`src/rtl/uart_tx_param.sv`:
```
// Purpose   : parametrised UART transmitter; start bit, DATA_BITS data (LSB first), optional parity, 1-2 stop bits.
// Latency   : TX falls the cycle after an accepting edge; frame lasts F = (1+DATA_BITS+(PARITY!=0)+STOP_BITS)*CLKS_PER_BIT cycles.
// Backpress.: ready low for the whole frame; start while busy is dropped (no queuing), one idle cycle between frames.
//
// Ports:
//   CLK, RST_N  : rising-edge clock, asynchronous active-low reset
//   start       : transmit request, accepted only when ready is high
//   message     : word to send, [DATA_BITS:1], bit 1 goes out first
//   ready/busy  : idle / frame in progress (busy == ~ready)
//   TX          : registered serial line, idle high
module uart_tx_param #(
    parameter int DATA_BITS    = 8,
    parameter int CLKS_PER_BIT = 16,
    parameter int PARITY       = 0,
    parameter int STOP_BITS    = 1
) (
    input  logic               CLK,
    input  logic               RST_N,
    input  logic               start,
    input  logic [DATA_BITS:1] message,
    output logic               ready,
    output logic               busy,
    output logic               TX
);

    localparam int BW = $clog2(CLKS_PER_BIT);
    localparam int NW = $clog2(DATA_BITS);

    localparam logic [BW-1:0] BAUD_LAST = BW'(CLKS_PER_BIT - 1);
    localparam logic [NW-1:0] BIT_LAST  = NW'(DATA_BITS - 1);
    // The bit counter is reused to count stop bits (DATA_BITS >= 5 gives room).
    localparam logic [NW-1:0] STOP_LAST = NW'(STOP_BITS - 1);

    typedef enum logic [2:0] {
        IDLE,
        START,
        DATA,
        PAR,
        STOP
    } state_t;

    state_t               state;
    logic [DATA_BITS-1:0] shreg;
    logic                 par_bit;
    logic [BW-1:0]        baud_cnt;
    logic [NW-1:0]        bit_cnt;
    logic                 baud_wrap;

    assign baud_wrap = (baud_cnt == BAUD_LAST);

    // TX is always loaded with the level of the bit being entered, so the
    // line changes on the same edge as the state and never glitches.
    always_ff @(posedge CLK or negedge RST_N) begin
        if (!RST_N) begin
            state    <= IDLE;
            shreg    <= '0;
            par_bit  <= 1'b0;
            baud_cnt <= '0;
            bit_cnt  <= '0;
            TX       <= 1'b1;
            ready    <= 1'b1;
            busy     <= 1'b0;
        end else begin
            case (state)
                IDLE: begin
                    if (start) begin
                        shreg    <= message;
                        // odd: bit makes total ones odd; even: total ones even
                        par_bit  <= (PARITY == 1) ? ~^message : ^message;
                        baud_cnt <= '0;
                        bit_cnt  <= '0;
                        state    <= START;
                        TX       <= 1'b0;
                        ready    <= 1'b0;
                        busy     <= 1'b1;
                    end
                end

                START: begin
                    if (baud_wrap) begin
                        baud_cnt <= '0;
                        state    <= DATA;
                        TX       <= shreg[0];
                    end else begin
                        baud_cnt <= baud_cnt + BW'(1);
                    end
                end

                DATA: begin
                    if (baud_wrap) begin
                        baud_cnt <= '0;
                        if (bit_cnt == BIT_LAST) begin
                            bit_cnt <= '0;
                            if (PARITY != 0) begin
                                state <= PAR;
                                TX    <= par_bit;
                            end else begin
                                state <= STOP;
                                TX    <= 1'b1;
                            end
                        end else begin
                            bit_cnt <= bit_cnt + NW'(1);
                            shreg   <= shreg >> 1;
                            // shreg[1] becomes the new LSB after the shift
                            TX      <= shreg[1];
                        end
                    end else begin
                        baud_cnt <= baud_cnt + BW'(1);
                    end
                end

                PAR: begin
                    if (baud_wrap) begin
                        baud_cnt <= '0;
                        state    <= STOP;
                        TX       <= 1'b1;
                    end else begin
                        baud_cnt <= baud_cnt + BW'(1);
                    end
                end

                STOP: begin
                    if (baud_wrap) begin
                        baud_cnt <= '0;
                        if (bit_cnt == STOP_LAST) begin
                            bit_cnt <= '0;
                            state   <= IDLE;
                            ready   <= 1'b1;
                            busy    <= 1'b0;
                        end else begin
                            bit_cnt <= bit_cnt + NW'(1);
                        end
                    end else begin
                        baud_cnt <= baud_cnt + BW'(1);
                    end
                end

                default: begin
                    state <= IDLE;
                    TX    <= 1'b1;
                    ready <= 1'b1;
                    busy  <= 1'b0;
                end
            endcase
        end
    end

endmodule

```
`config.mk`:
```
export PLATFORM = sky130hd
export DESIGN_NAME = uart_tx_param
export DESIGN_NICKNAME = d
export VERILOG_FILES = /design/src/rtl/uart_tx_param.sv
export SDC_FILE = /design/constraint.sdc
export NUM_CORES = 1
export LEC_CHECK = 0
export CAP_MARGIN = 20
export CORE_MARGIN = 2
export CORE_UTILIZATION = 35
export CTS_BUF_LIST = sky130_fd_sc_hd__clkbuf_8
export DETAILED_ROUTE_END_ITERATION = 10
export DONT_BUFFER_PORTS = 1
export PLACE_DENSITY = 0.58
export RECOVER_POWER = 25
export SYNTH_ARGS = -nofsm -noshare
export SYNTH_HDL_FRONTEND = slang
export SYNTH_SLANG_ARGS = --single-unit
```
`constraint.sdc`:
```
create_clock -name CLK -period 2.5 [get_ports CLK]
set_clock_uncertainty 0.1 [all_clocks]
set_input_delay 0.625 -clock CLK [delete_from_list [all_inputs] [get_ports CLK]]
set_output_delay 0.625 -clock CLK [all_outputs]
set_load 0.005 [all_outputs]
```
==> flow_summary.json <==
{
  "run_status": "complete, no violations",
  "grt_busiest_layer": "met2",
  "power_density_mw_per_mm2": 1130,
  "grt_pass1_vias": 901,
  "synth_area_sq_mm": 0.00119,
  "min_period_ns": 2.18,
  "ctsResizeCount": 0,
  "yosys_warnings": 0,
  "ys.flop_type": "dfrtp_1",
  "syn_inst": 125,
  "hold_viol_final": 0,
  "maxCapViolCount": 0,
  "use_met1_pct": 17.9,
  "crit_type": "flip-flop to flip-flop",
  "drc_errors": 0,
  "use_met3_pct": 3.06,
  "grt.overflow.total": 0,
  "htreeDepth": 1,
  "synth_edf_count": 0,
  "dr.pass1.iters": 4,
  "rows": 21,
  "via_count": 895,
  "path_clk_slew_ns": 0.07,
  "boundaryPins": 14,
  "synth_fp_nets": 141,
  "port_buffers": 0,
  "synth.area.top_cells": "dfrtp_1 40%, a21oi_1 6.7%, ha_1 5.2%",
  "clockBufferDepth": 2,
  "tightestPinTransition_ns": 0.862,
  "async_reset_ff_share_pct": 100,
  "synth_largest_area_cell": "dfrtp_1",
  "cts_root_buf": "clkbuf_8",
  "antenna_found_initial": 0,
  "dieArea_sq_mm": 0.00390,
  "place_worst_setup_slack_ns": 0.503,
  "cts_tree": "yes",
  "fin_area_sq_mm": 0.00125,
  "start_util_pct": 36.1,
  "p_leak_nw": 0.511,
  "required_ns": 2.55,
  "avgRoutedWirePerCell_um": 15.0,
  "drt_iter0_markers": 53,
  "gp_congestion": 0.785,
  "drive_above_1_share_pct": 13.1,
  "via_per_inst": 5.33,
  "groute.usage.overall_pct": 14.1,
  "synth_seq_cells": 21,
  "synth_cell_types": 39,
  "rsz0062_at_grt": "no",
  "diodes": 0,
  "die_w_um": 62.4,
  "relSlewSlack_pct": 42.3,
  "finalSetupViolCount": 0,
  "slew_violations": 0,
  "worst-path-max-fanout": 15,
  "ant_nets": 0,
  "timing.fmax_ghz": 0.458,
  "core_sq_mm": 0.00331,
  "syn_to_final_growth_pct": 4.40,
  "wl_um": 2520,
  "grtUsageMet2_pct": 22.8,
  "cp-start-kind": "flip-flop",
  "grt_pass1_wl_um": 4370,
  "worstPathArrival_ns": 2.23,
  "postCtsSetupBuffers": 0,
  "finalSetupTns_ns": 0,
  "syn_avg_cell_area_sq_um": 9.56,
  "synth_top_area_share_pct": 39.8,
  "vdd_ir_drop_max_v": 0.000409,
  "die_h_um": 62.4,
  "dp.final_hpwl_um": 1800,
  "clock_latency_ns": 0.26,
  "period_share_pct": 87.3,
  "holdBufCountCts": 1,
  "numCtsBuffers": 3,
  "hp-class": "input pin to async pin",
  "clock-sinks": 21,
  "endpoint_kind": "flip-flop",
  "grt_max_degree": 20,
  "layout_setup_ws_ns": 0.318,
  "utilization_pct": 37.7,
  "post_dp_cell_area_sq_mm": 0.00120,
  "synth_seq_area_share_pct": 44.2,
  "fin_nets": 139
}
==> per-layer routing <==
| metal | vias to the layer above | share of wire, % |
|---|---|---|
| met3 | 5 | 3.7 |
| met4 | 0 | 2.1 |
| met2 | 10 | 49 |
| li1 | 443 | - |
| met5 | - | 0 |
| met1 | 437 | 45 |
==> registers in the layout (all words and copies together) (netlist names) <==
name and count:
bit_cnt 3, baud_cnt 4, ready 1, busy 1, TX 1, state 3
shreg 8
==> critical path: stages (launching register included) <==
cell,delay [ns]
dfrtp_1,0.44
ha_1,0.27
nand3_1,0.30
or4_4,0.69
o22ai_1,0.20
a21oi_1,0.06
==> power by group <==
part / switching, mW / total, mW / internal (mW)
combinational: 0.275 / 0.519 / 0.243
sequential: 0.169 / 0.669 / 0.499
clock: 0.110 / 0.221 / 0.111
total: 0.555 / 1.41 / 0.854
==> placed cells by master, fill, tap and decap left out, types with 2 or more instances in the layout <==
cell / instances
o211ai_1: 2
nor3b_1: 2
o22ai_2: 2
clkbuf_8: 3
mux2_2: 3
a21oi_1: 16
dfrtp_1: 19
nand2b_1: 3
o22ai_1: 6
nor3_1: 2
dfstp_1: 2
nand3_1: 5
ha_1: 5
a31oi_1: 2
buf_4: 2
or2_2: 3
nor2_1: 14
nand2_1: 8
inv_1: 2
nor4_1: 2
==> logic make-up after synthesis <==
family | count (synthesis) | synth area share, %
xor+xnor | 1 | 0.733
mux | 3 | 2.83
simple gates | 45 | 20.4
fa+ha+maj | 5 | 5.24
buf+inv | 12 | 5.97
compound gates | 38 | 20.6
flops | 21 | 44.2
==> cells in the mapped netlist (3+ instances only) <==
cell,n
mux2_2,3
o22ai_1,6
ha_1,5
nand3_1,4
nor2_1,14
or2_2,4
nand2b_1,3
nand2_1,8
a21oi_1,16
clkbuf_1,3
dfrtp_1,19
buf_2,3
==> stage by stage <==
stage | power, mW | instances | hold WS, ns
after floorplan | 1.10 | 125 | 0.229
after global placement | 1.18 | 163 | 0.230
after detailed placement | 1.21 | 163 | 0.230
after CTS | 1.45 | 168 | 0.0870
after global routing | 1.53 | 168 | 0.0796
final | 1.41 | 168 | 0.0951
==> cell type report <==
| type | instances | area, sq um |
|---|---|---|
| fillers | 365 | 2060 |
| multi-input cells | 92 | 583 |
| flip-flops and latches | 21 | 528 |
| well taps | 46 | 57.6 |
| clock buffers | 3 | 41.3 |
| repair buffers | 3 | 25.0 |
| inverters | 2 | 7.51 |
| clock inverters | 1 | 5.00 |
==> final timing paths <==
check                       startpoint        to  slack, ns  depth (start not counted)
max                        baud_cnt[1]  shreg[6]       0.32                          5
min reg2reg                   shreg[7]  shreg[7]       0.42                          2
max in group asynchronous        RST_N  shreg[5]       0.96                          1
max reg2reg                baud_cnt[1]  shreg[6]       0.32                          5
min in group CLK            message[8]  shreg[7]       0.37                          2
min                              RST_N     ready        0.1                          0
(Power assumes the default switching activity.)
